<file path="src/rtl/mem_byte_ctrl.sv">
// Byte-serial load/store engine between the MEM stage and a byte-wide synchronous RAM.
// Splits each request into 1, 2 or 4 little-endian byte accesses and stalls the pipeline until done.
module mem_byte_ctrl #(
  parameter int RAM_ADDR_W = 17
) (
  input  logic                  clk,
  input  logic                  rst,
  input  logic                  req_valid,
  input  logic                  req_we,
  input  logic [2:0]            req_funct3,
  input  logic [31:0]           req_addr,
  input  logic [31:0]           req_wdata,
  output logic                  req_ready,
  output logic                  stall_req,
  output logic                  resp_valid,
  output logic [31:0]           resp_rdata,
  output logic [RAM_ADDR_W-1:0] ram_addr,
  output logic                  ram_we,
  output logic [7:0]            ram_wdata,
  input  logic [7:0]            ram_rdata
);

  typedef enum logic [1:0] {IDLE, XFER, WAIT, DONE} state_t;

  typedef struct packed {
    logic       valid;
    logic [1:0] last;   // index of the final byte (byte count - 1)
  } size_t;

  state_t                state;
  logic [RAM_ADDR_W-1:0] addr_q;
  logic [31:0]           wdata_q;
  logic [2:0]            funct3_q;
  logic                  we_q;
  logic [1:0]            idx;
  logic [1:0]            last_idx;
  logic [3:0][7:0]       rd_buf;
  logic [31:0]           load_word;

  function automatic size_t decode(input logic we, input logic [2:0] f3);
    size_t s;
    s = '{valid: 1'b1, last: 2'd0};
    if (we) begin
      case (f3[1:0])
        2'b00:   s.last = 2'd0;
        2'b01:   s.last = 2'd1;
        2'b10:   s.last = 2'd3;
        default: s.valid = 1'b0;
      endcase
    end else begin
      case (f3)
        3'b000, 3'b100: s.last = 2'd0;
        3'b001, 3'b101: s.last = 2'd1;
        3'b010:         s.last = 2'd3;
        default:        s.valid = 1'b0;
      endcase
    end
    return s;
  endfunction

  function automatic logic [31:0] extend(input logic [2:0] f3, input logic [31:0] w);
    case (f3)
      3'b000:  return {{24{w[7]}}, w[7:0]};
      3'b001:  return {{16{w[15]}}, w[15:0]};
      3'b100:  return {24'b0, w[7:0]};
      3'b101:  return {16'b0, w[15:0]};
      default: return w;
    endcase
  endfunction

  // The final load byte arrives from the RAM during WAIT and bypasses the buffer.
  always_comb begin
    // NOTE: assign a full default before the partial overwrite so no latch is inferred.
    load_word           = rd_buf;
    load_word[last_idx*8 +: 8] = ram_rdata;
  end

  always_ff @(posedge clk) begin
    if (rst) begin
      // NOTE: only control state and the visible response are reset; the datapath
      // registers are always loaded before they are used, so they need no reset.
      state      <= IDLE;
      resp_rdata <= '0;
      idx        <= '0;
    end else begin
      case (state)
        IDLE: begin
          if (req_valid) begin
            addr_q   <= req_addr[RAM_ADDR_W-1:0];
            wdata_q  <= req_wdata;
            funct3_q <= req_funct3;
            we_q     <= req_we;
            idx      <= '0;
            last_idx <= decode(req_we, req_funct3).last;
            if (decode(req_we, req_funct3).valid) begin
              state <= XFER;
            end else begin
              resp_rdata <= '0;
              state      <= DONE;
            end
          end
        end
        XFER: begin
          if (!we_q && idx != 2'd0) rd_buf[idx - 2'd1] <= ram_rdata;
          idx <= idx + 2'd1;
          if (idx == last_idx) state <= we_q ? DONE : WAIT;
        end
        WAIT: begin
          resp_rdata <= extend(funct3_q, load_word);
          state      <= DONE;
        end
        DONE: state <= IDLE;
        default: state <= IDLE;
      endcase
    end
  end

  assign req_ready  = !rst && state == IDLE;
  assign stall_req  = !rst && ((state == IDLE && req_valid) || state == XFER || state == WAIT);
  assign resp_valid = state == DONE;
  assign ram_we     = state == XFER && we_q;
  assign ram_addr   = (state == XFER) ? addr_q + RAM_ADDR_W'(idx) : '0;
  assign ram_wdata  = ram_we ? wdata_q[idx*8 +: 8] : 8'h00;

endmodule

</file>
<file path="config.mk">
export PLATFORM = sky130hd
export DESIGN_NAME = mem_byte_ctrl
export DESIGN_NICKNAME = d
export VERILOG_FILES = /design/src/rtl/mem_byte_ctrl.sv
export SDC_FILE = /design/constraint.sdc
export NUM_CORES = 1
export LEC_CHECK = 0
export ABC_AREA = 1
export CAP_MARGIN = 30
export CORE_MARGIN = 4
export CORE_UTILIZATION = 35
export CTS_CLUSTER_DIAMETER = 100
export DETAILED_ROUTE_END_ITERATION = 8
export GPL_TIMING_DRIVEN = 0
export PLACE_DENSITY = 0.63
export SLEW_MARGIN = 20
export SYNTH_ARGS = -nofsm -noshare
export SYNTH_HDL_FRONTEND = slang
export SYNTH_SLANG_ARGS = --single-unit
</file>
<file path="constraint.sdc">
create_clock -name clk -period 7.55 [get_ports clk]
set_input_delay 1.8875 -clock clk [delete_from_list [all_inputs] [get_ports clk]]
set_output_delay 1.8875 -clock clk [all_outputs]
set_load 0.005 [all_outputs]
</file>
==> Word level (Yosys, flattened, before mapping) <==
Index checks and enable logic that the tools add are counted.
{ "classes": {"reduce_logical": 25, "n_mux": 25, "n_lt_le_gt_ge": 2, "shift": 3, "eq_ne": 16, "bitwise": 1, "n_addsub": 4} }
{ "ops": {"columns": ["cell", "n"], "rows": [
  ["$pmux W32 S4", 1],
  ["$bwmux W32", 2],
  ["$mux W32", 2],
  ["$pmux W32 S2", 1],
  ["$neg A5 Y34", 1],
  ["$shift A8 B34 Y32 const A", 1],
  ["$shiftx A8 B34 Y32", 1],
  ["$shiftx A32 B6 Y8", 1],
  ["$add A17 B2 Y17", 1],
  ["$mux W17", 1],
  ["$demux W8 S2", 1],
  ["$mux W8", 2],
  ["$eq A3 B3 Y1 const B", 4],
  ["$mux W3", 4],
  ["$pmux W2 S2", 3],
  ["$reduce_and A3 Y1", 3],
  ["$mux W2", 4],
  ["$pmux W2 S4", 1],
  ["$eq A2 B2 Y1 const B", 3],
  ["$eq A3 B1 Y1 const B", 2],
  ["$logic_and A1 B1 Y1", 6],
  ["$logic_not A3 Y1", 2],
  ["$ne A2 B2 Y1 const B", 3],
  ["$reduce_bool A2 Y1", 3],
  ["16 further kinds", 23]
]} }
{ "totals": {"elab_cells": 88, "out_inout_bits": 61, "in_bits": 79, "ff_bits": 123} }

==> Longest topological paths before layout <==
Gate-level depths: netlist (run 1).
{ "depth": {"ltp_word": 10, "mapped_depth": 13, "ltp_nobuf": 11} }

==> Worst setup path after synthesis (run 1) <==
OpenSTA, ideal clock, no wires.
{ "synth_timing": {"path_kind": "input -> register", "from": "input rst", "to": "register addr_q[0], enable pin", "setup_ps": 468, "path_slack_ps": 2673, "stages": 2, "arrival_ps": 4409, "n_path_buf": 1, "path_cell_list": "clkbuf_1 -> nor2_1"} }
{ "synth_via": {"elab_chain_len": 2} }
{ "synth_rtl": {"columns": ["element", "line", "text"], "rows": [
  ["start: declaration", "7", "input logic rst,"],
  ["$not A1 Y1 (no source line)", null, null],
  ["$reduce_and A3 Y1 (no source line)", null, null],
  ["end signal: assignment", "89", "addr_q <= req_addr[RAM_ADDR_W-1:0];"],
  ["end: declaration", "31", "logic [RAM_ADDR_W-1:0] addr_q;"]
]} }
No other way between the ends.
A chain may end at the register's enable or synchronous reset.

==> Worst setup path in the final report (run 1) <==
{ "layout_timing": {"from": "input rst", "to": "output stall_req"} }
{ "layout_via": {"elab_chain_len": 2} }
{ "layout_rtl": {"columns": ["element", "line", "text"], "rows": [
  ["$logic_not A1 Y1", "119", "assign stall_req = !rst && ((state == IDLE && req_valid) || state == XFER || state == WAIT);"],
  ["$logic_and A1 B1 Y1", "119", null],
  ["end: declaration", "14", "output logic stall_req,"]
]} }
No other way between the ends.

==> results.py, run 1 <==
metrics = {
    "worst_hold_path": {
        "timing.hold.worst.start": "resp_rdata[0]",
        "hold_path.class": "flip-flop to flip-flop",
        "min_to": "resp_rdata[0]",
        "min_path_cells": 2,
    },
    "power_and_ir_drop": {
        "power.ir.vdd_worst_mv": 0.178,
        "power.share.switching_pct": 29.6,
        "pwr-share-seq_pct": 36.8,
        "cellLeakagePower_nw": 3.29,
        "clock_power_share_pct": 38.8,
        "power_mw": 2.22,
        "switching_power_total_uw": 657,
        "design_internal_power_mw": 1.56,
        "share_comb_of_total_power_pct": 24.4,
        "cellPowerDensity_nw_per_um2": 266,
    },
    "layout": {
        "most-common-layout-cells": "144 x sky130_fd_sc_hd__nand2_1, 124 x sky130_fd_sc_hd__clkdlybuf4s50_1, 91 x sky130_fd_sc_hd__nand3_1, 89 x sky130_fd_sc_hd__nor2_1, 87 x sky130_fd_sc_hd__edfxtp_1",
        "post-route-cell-area_um2": 8340,
        "mostFrequentLayoutCell": "sky130_fd_sc_hd__nand2_1",
        "layout-drive-gt1-share_pct": 9.55,
        "area_delta_synth_final_pct": 36.1,
        "number_of_nets_in_the_layout": 925,
        "diodes": 0,
        "finish.utilization_pct": 48.4,
        "final_cells": 1063,
    },
    "route": {
        "ant_nets": 0,
        "route.detailed.vias_per_inst": 4.80,
        "detail_route.wirelength_um": 16100,
        "post_drt_wl_per_cell_um": 15.2,
        "remaining_drc_errors": 0,
        "drt-initial-drc-count": 264,
        "first_pass_iters": 5,
        "via_total_after_detailed_routing": 5098,
    },
    "sta": {
        "slew_headroom_pct": 42.3,
        "timing.final.setup_violations": 0,
        "grt_setup_unrepaired": "no",
        "timing.final.max_slew_violations": 0,
        "fin_worst_skew_ns": 0.00857,
        "finalHoldViolCount": 0,
        "layout_worst_path_cycle_share_pct": 70.9,
        "post-route-worst-setup-slack_ns": 2.20,
        "post-route-min-period_ns": 5.35,
        "setup_tns_ns": 0,
        "final.hold.worst_slack_ns": 0.481,
        "fmax_mhz": 187,
        "worstMarginPinSlew_ns": 0.863,
    },
    "floorplanning": {
        "initial_utilization_pct": 35.5,
        "chipHeight_um": 140,
        "io-pin-count": 140,
        "count_of_standard_cell_rows": 48,
        "design.die.area_um2": 19700,
        "die-width_um": 140,
        "core_area_um2": 17200,
    },
    "yosys": {
        "synth.net_count": 780,
        "syn-mean-instance-area_um2": 9.01,
        "most_used_flip_flop_cell_after_synthesis": "sky130_fd_sc_hd__edfxtp_1",
        "synthCells": 680,
        "async_flop_share_pct": 0,
        "syn_area_um2": 6130,
        "synth_seq_cells": 123,
        "synth_cell_type_count": 33,
        "ys_seq_area_share_pct": 54.4,
        "number_of_warnings_reported_in_the_yosys_synthesis_log": 0,
        "synth_edf_count": 87,
    },
    "clocking": {
        "cts_hold_repair.buffers": 0,
        "post_cts_resize_count": 0,
        "cts_tree": "done",
        "cts_made_buffers": 17,
        "cts_max_level": 4,
        "cts_max_path_buffers": 2,
        "cts.sinks": 123,
        "clkTransAtPathRegs_ns": 0.05,
        "worst_skew_pair.late_latency_ns": 0.42,
        "clock-root-buffer": "sky130_fd_sc_hd__clkbuf_16",
        "post_cts_buffers": 0,
    },
    "grt": {
        "globalRouteOverflowTotal": 0,
        "antenna_violations_before_repair": 0,
        "grt_max_degree": 23,
        "grt_util_all_layers_pct": 16.5,
        "wire_length_of_the_first_global_routing_pass_um": 25500,
        "number_of_global_route_vias_before_repair": 5047,
    },
    "worst_setup_path": {
        "depth_of_the_worst_register_to_register_path": 7,
        "worstPathArrival_ns": 3.47,
        "cp_max_fo": 10,
        "r2r_slack_ns": 4.85,
        "worst-endpoint-required_ns": 5.66,
        "timing.rr.end": "rd_buf[20]",
        "startpoint_type": "input pin",
        "worstSetupPathType": "input pin to primary output",
        "end_kind": "primary output",
        "crit-reg2reg-launch": "idx[0]",
    },
    "place": {
        "place.port_buffers": 124,
        "post-place-ws_ns": 2.20,
        "postPlaceCellArea_um2": 7710,
        "detailed_place_hpwl_um": 12100,
        "placedCellCount": 1031,
        "gp_routability_congestion": 0.847,
    },
    "flow_run": {
        "drv.max_cap_violation_count": 0,
    },
    "run_status": {
        "outcome": "finished, final reports clean",
    },
}
==> cells by family after synthesis <==
group	synth area share, %
buf+inv	6.50
flops	54.4
xor+xnor	0.572
fa+ha+maj	4.41
simple gates	26.2
compound gates	7.86
==> layer usage <==
| layer | routed length [um] | vias to the layer above | global-route usage (%) | share of wire, % |
|---|---|---|---|---|
| met2 | 7560 | 161 | 27.1 | 47 |
| met4 | 459 | 0 | 6.43 | 2.8 |
| met5 | 0 | - | 0 | 0 |
| met3 | 1240 | 31 | 5.60 | 7.7 |
| met1 | 6850 | 2327 | 19.9 | 43 |
| li1 | - | 2579 | - | - |
==> flip-flops by register name (all words and copies together) (netlist names) <==
signal,cells
last_idx,2
we_q,1
resp_rdata,32
rd_buf,32
idx,2
wdata_q,32
addr_q,17
funct3_q,3
state,2
==> worst max-delay path, cell delays in order <==
cell,delay (ns)
sky130_fd_sc_hd__clkdlybuf4s50_1,0.44
sky130_fd_sc_hd__clkbuf_1,0.27
sky130_fd_sc_hd__a31oi_1,0.31
sky130_fd_sc_hd__clkdlybuf4s50_1,0.56
==> Yosys cell counts, types with 9 or more instances <==
cell | number | area [um^2]
sky130_fd_sc_hd__clkbuf_1 | 12 | 45.0
sky130_fd_sc_hd__dfxtp_1 | 36 | 721
sky130_fd_sc_hd__buf_6 | 9 | 101
sky130_fd_sc_hd__a21oi_1 | 53 | 265
sky130_fd_sc_hd__inv_1 | 47 | 176
sky130_fd_sc_hd__nor2_1 | 90 | 338
sky130_fd_sc_hd__ha_1 | 20 | 250
sky130_fd_sc_hd__nand3_2 | 11 | 110
sky130_fd_sc_hd__nand2_1 | 144 | 541
sky130_fd_sc_hd__edfxtp_1 | 87 | 2610
sky130_fd_sc_hd__nand3_1 | 91 | 455
sky130_fd_sc_hd__o21ai_0 | 37 | 185
==> power groups by stage <==
stage | Clock [mW] | Sequential (mW) | Combinational [mW]
after floorplan | 0 | 0.827 | 0.314
after global placement | 0 | 0.835 | 0.528
after detailed placement | 0 | 0.832 | 0.544
after CTS | 0.871 | 0.818 | 0.549
after global routing | 0.904 | 0.824 | 0.605
final | 0.861 | 0.817 | 0.542
==> worst max-delay path by stage <==
| stage | start | depth (start not counted) | end |
|---|---|---|---|
| 5_1_grt | rst | 4 | stall_req |
| 2_1_floorplan | rst | 2 | addr_q[0] |
| 4_1_cts | rst | 4 | stall_req |
| 6_report | rst | 4 | stall_req |
| 3_3_place_gp | rst | 3 | addr_q[13] |
| 3_5_place_dp | rst | 4 | req_ready |
==> cell type report <==
class / count / area (um^2)
fillers: 1656 / 8900
well taps: 225 / 282
repair buffers: 126 / 1300
clock buffers: 17 / 425
multi-input cells: 474 / 2400
plain buffers: 30 / 196
flip-flops and latches: 123 / 3330
inverters: 53 / 201
clock inverters: 15 / 199
No activity file was read; power rests on OpenSTA's default activity.
==> inputs of run 2 (changes only) <==
--- a/config.mk
+++ b/config.mk
@@ -12,7 +12,7 @@
 export CTS_CLUSTER_DIAMETER = 100
 export DETAILED_ROUTE_END_ITERATION = 8
 export GPL_TIMING_DRIVEN = 0
-export PLACE_DENSITY = 0.63
+export PLACE_DENSITY = 0.65
 export SLEW_MARGIN = 20
 export SYNTH_ARGS = -nofsm -noshare
 export SYNTH_HDL_FRONTEND = slang
==> constraint.sdc (replaced) <==
create_clock -name clk -period 4.6 [get_ports clk]
set_input_delay 1.15 -clock clk [delete_from_list [all_inputs] [get_ports clk]]
set_output_delay 1.15 -clock clk [all_outputs]
set_load 0.005 [all_outputs]
==> results.py, run 2 (synthesis gave the netlist of run 1 again) <==
metrics = {
    "layout": {
        "largest_registers": "rd_buf (32), resp_rdata (32), wdata_q (32)",
        "final_cells": 1063,
        "most-common-layout-cells": "144 x sky130_fd_sc_hd__nand2_1, 124 x sky130_fd_sc_hd__clkdlybuf4s50_1, 91 x sky130_fd_sc_hd__nand3_1, 89 x sky130_fd_sc_hd__nor2_1, 87 x sky130_fd_sc_hd__edfxtp_1",
        "area_delta_synth_final_pct": 36.4,
        "mostFrequentLayoutCell": "sky130_fd_sc_hd__nand2_1",
        "multiInputGateArea_um2": 2400,
        "fillers": 1642,
        "post-route-cell-area_um2": 8360,
        "area.sequential_um2": 3330,
        "layout-drive-gt1-share_pct": 9.19,
        "number_of_nets_in_the_layout": 925,
        "diodes": 0,
    },
    "worst_setup_path": {
        "worstSetupPathType": "flip-flop to primary output",
        "slowest_stage": "sky130_fd_sc_hd__clkdlybuf4s50_1",
        "crit-reg2reg-launch": "idx[0]",
        "worst-endpoint-required_ns": 3.45,
        "crit_path_start": "idx[0]",
        "timing.rr.end": "rd_buf[20]",
        "cpPeakStageDelay_ns": 0.52,
        "r2r_slack_ns": 2.00,
        "cp_cell_sequence": "ha_1, inv_1, fa_1, nor3_1, nand2_1, nor2_1, nand3_1, a21oi_1, clkdlybuf4s50_1",
        "startpoint_type": "flip-flop",
        "cp_max_fo": 4,
        "end_kind": "primary output",
        "worstPathArrival_ns": 2.82,
        "depth_of_the_worst_register_to_register_path": 7,
    },
    "grt": {
        "wire_length_of_the_first_global_routing_pass_um": 26300,
        "grt_util_all_layers_pct": 17.0,
        "grt_max_degree": 27,
        "antenna_violations_before_repair": 0,
        "globalRouteOverflowTotal": 0,
        "number_of_global_route_vias_before_repair": 5191,
    },
    "sta": {
        "grt_setup_unrepaired": "no",
        "finalHoldViolCount": 0,
        "worstMarginPinSlew_ns": 0.771,
        "final.hold.worst_slack_ns": 0.483,
        "slew_headroom_pct": 48.4,
        "timing.final.setup_violations": 0,
        "post-route-min-period_ns": 3.97,
        "timing.final.max_slew_violations": 0,
        "fmax_mhz": 252,
        "layout_worst_path_cycle_share_pct": 86.4,
        "fin_worst_skew_ns": 0.0109,
    },
    "power_and_ir_drop": {
        "cellPowerDensity_nw_per_um2": 447,
        "switching_power_total_mw": 1.07,
        "share_comb_of_total_power_pct": 23.9,
        "clock_power_share_pct": 40.3,
        "pwr-share-seq_pct": 35.9,
        "design_internal_power_mw": 2.66,
        "cellLeakagePower_nw": 3.31,
        "power.share.switching_pct": 28.7,
        "power.ir.vdd_worst_mv": 0.275,
        "power_mw": 3.74,
    },
    "place": {
        "detailed_place_hpwl_um": 12200,
        "gp_routability_congestion": 0.858,
        "place.port_buffers": 124,
        "placedCellCount": 1031,
        "postPlaceCellArea_um2": 7700,
    },
    "clocking": {
        "post_cts_buffers": 0,
        "post_cts_resize_count": 0,
        "worst_skew_pair.late_latency_ns": 0.43,
        "cts_max_path_buffers": 2,
        "cts.sinks": 123,
        "cts_made_buffers": 17,
        "clkTransAtPathRegs_ns": 0.05,
        "cts_hold_repair.buffers": 0,
        "clock-root-buffer": "sky130_fd_sc_hd__clkbuf_16",
        "cts_max_level": 4,
        "cts_tree": "done",
    },
    "run_status": {
        "outcome": "finished, final reports clean",
    },
    "floorplanning": {
        "io-pin-count": 140,
        "initial_utilization_pct": 35.5,
        "chipHeight_um": 140,
        "count_of_standard_cell_rows": 48,
        "die-width_um": 140,
        "core_area_um2": 17200,
        "design.die.area_um2": 19700,
    },
    "flow_run": {
        "drv.max_cap_violation_count": 0,
    },
    "route": {
        "detail_route.wirelength_um": 16400,
        "post_drt_wl_per_cell_um": 15.4,
        "route.detailed.vias_per_inst": 4.85,
        "drt-initial-drc-count": 319,
        "remaining_drc_errors": 0,
        "ant_nets": 0,
        "via_total_after_detailed_routing": 5155,
        "first_pass_iters": 7,
    },
    "worst_hold_path": {
        "timing.hold.worst.start": "resp_rdata[20]",
        "min_path_cells": 2,
        "hold_path.class": "flip-flop to flip-flop",
        "min_to": "resp_rdata[20]",
    },
}
-- run 2: critical path: cells and delay by family, from the launching register on --
family                     cells  cell delay (ns)
adders and majority gates      2             0.61
DFF                            1             0.40
buffers and inverters          2             0.57
and+or+nand+nor                4             0.67
AOI/OAI and AO/OA              1             0.14
-- run 2: worst max-delay path by stage --
stage                     cells after the start      endpoint  slack, ns
after detailed placement                      4     req_ready       0.71
after CTS                                     8  ram_addr[14]       0.59
after global routing                          9  ram_addr[14]       0.42
after global placement                        3    addr_q[11]      -1.07
final                                         9  ram_addr[14]       0.63
after floorplan                               2     addr_q[0]       0.46
-- run 2: metrics by stage --
step | setup WS, ns | TNS (ns) | util (%)
3_3_place_gp | -1.07 | -58.50 | 44.4
2_1_floorplan | 0.461 | 0 | -
3_5_place_dp | 0.711 | 0 | 44.7
4_1_cts | 0.589 | 0 | 48.5
6_report | 0.626 | 0 | 48.5
5_1_grt | 0.415 | 0 | 48.5
-- run 2: power groups by stage --
stage / Sequential [mW] / Combinational (mW) / Clock (mW)
after floorplan: 1.36 / 0.516 / 0
after global placement: 1.37 / 0.864 / 0
after detailed placement: 1.36 / 0.893 / 0
after CTS: 1.34 / 0.902 / 1.52
after global routing: 1.35 / 0.999 / 1.57
final: 1.34 / 0.893 / 1.51
-- run 2: final cells by class --
class                           count  share of cell area [%]
Sequential cell                   123                    39.9
Buffer                             30                    2.35
Timing Repair Buffer              126                    15.4
Clock inverter                     15                    2.72
Clock buffer                       17                    5.09
Inverter                           53                    2.41
Multi-Input combinational cell    474                    28.7
Tap cell                          225                    3.37
-- run 2: routing by layer --
metal	part of all wire [%]	routed length [um]	vias up	GRT usage (%)
met1	42	6930	2378	20.6
li1	-	-	2576	-
met5	0	0	-	0
met3	8.7	1440	29	6.86
met4	1.9	320	0	5.56
met2	47	7730	172	27.8
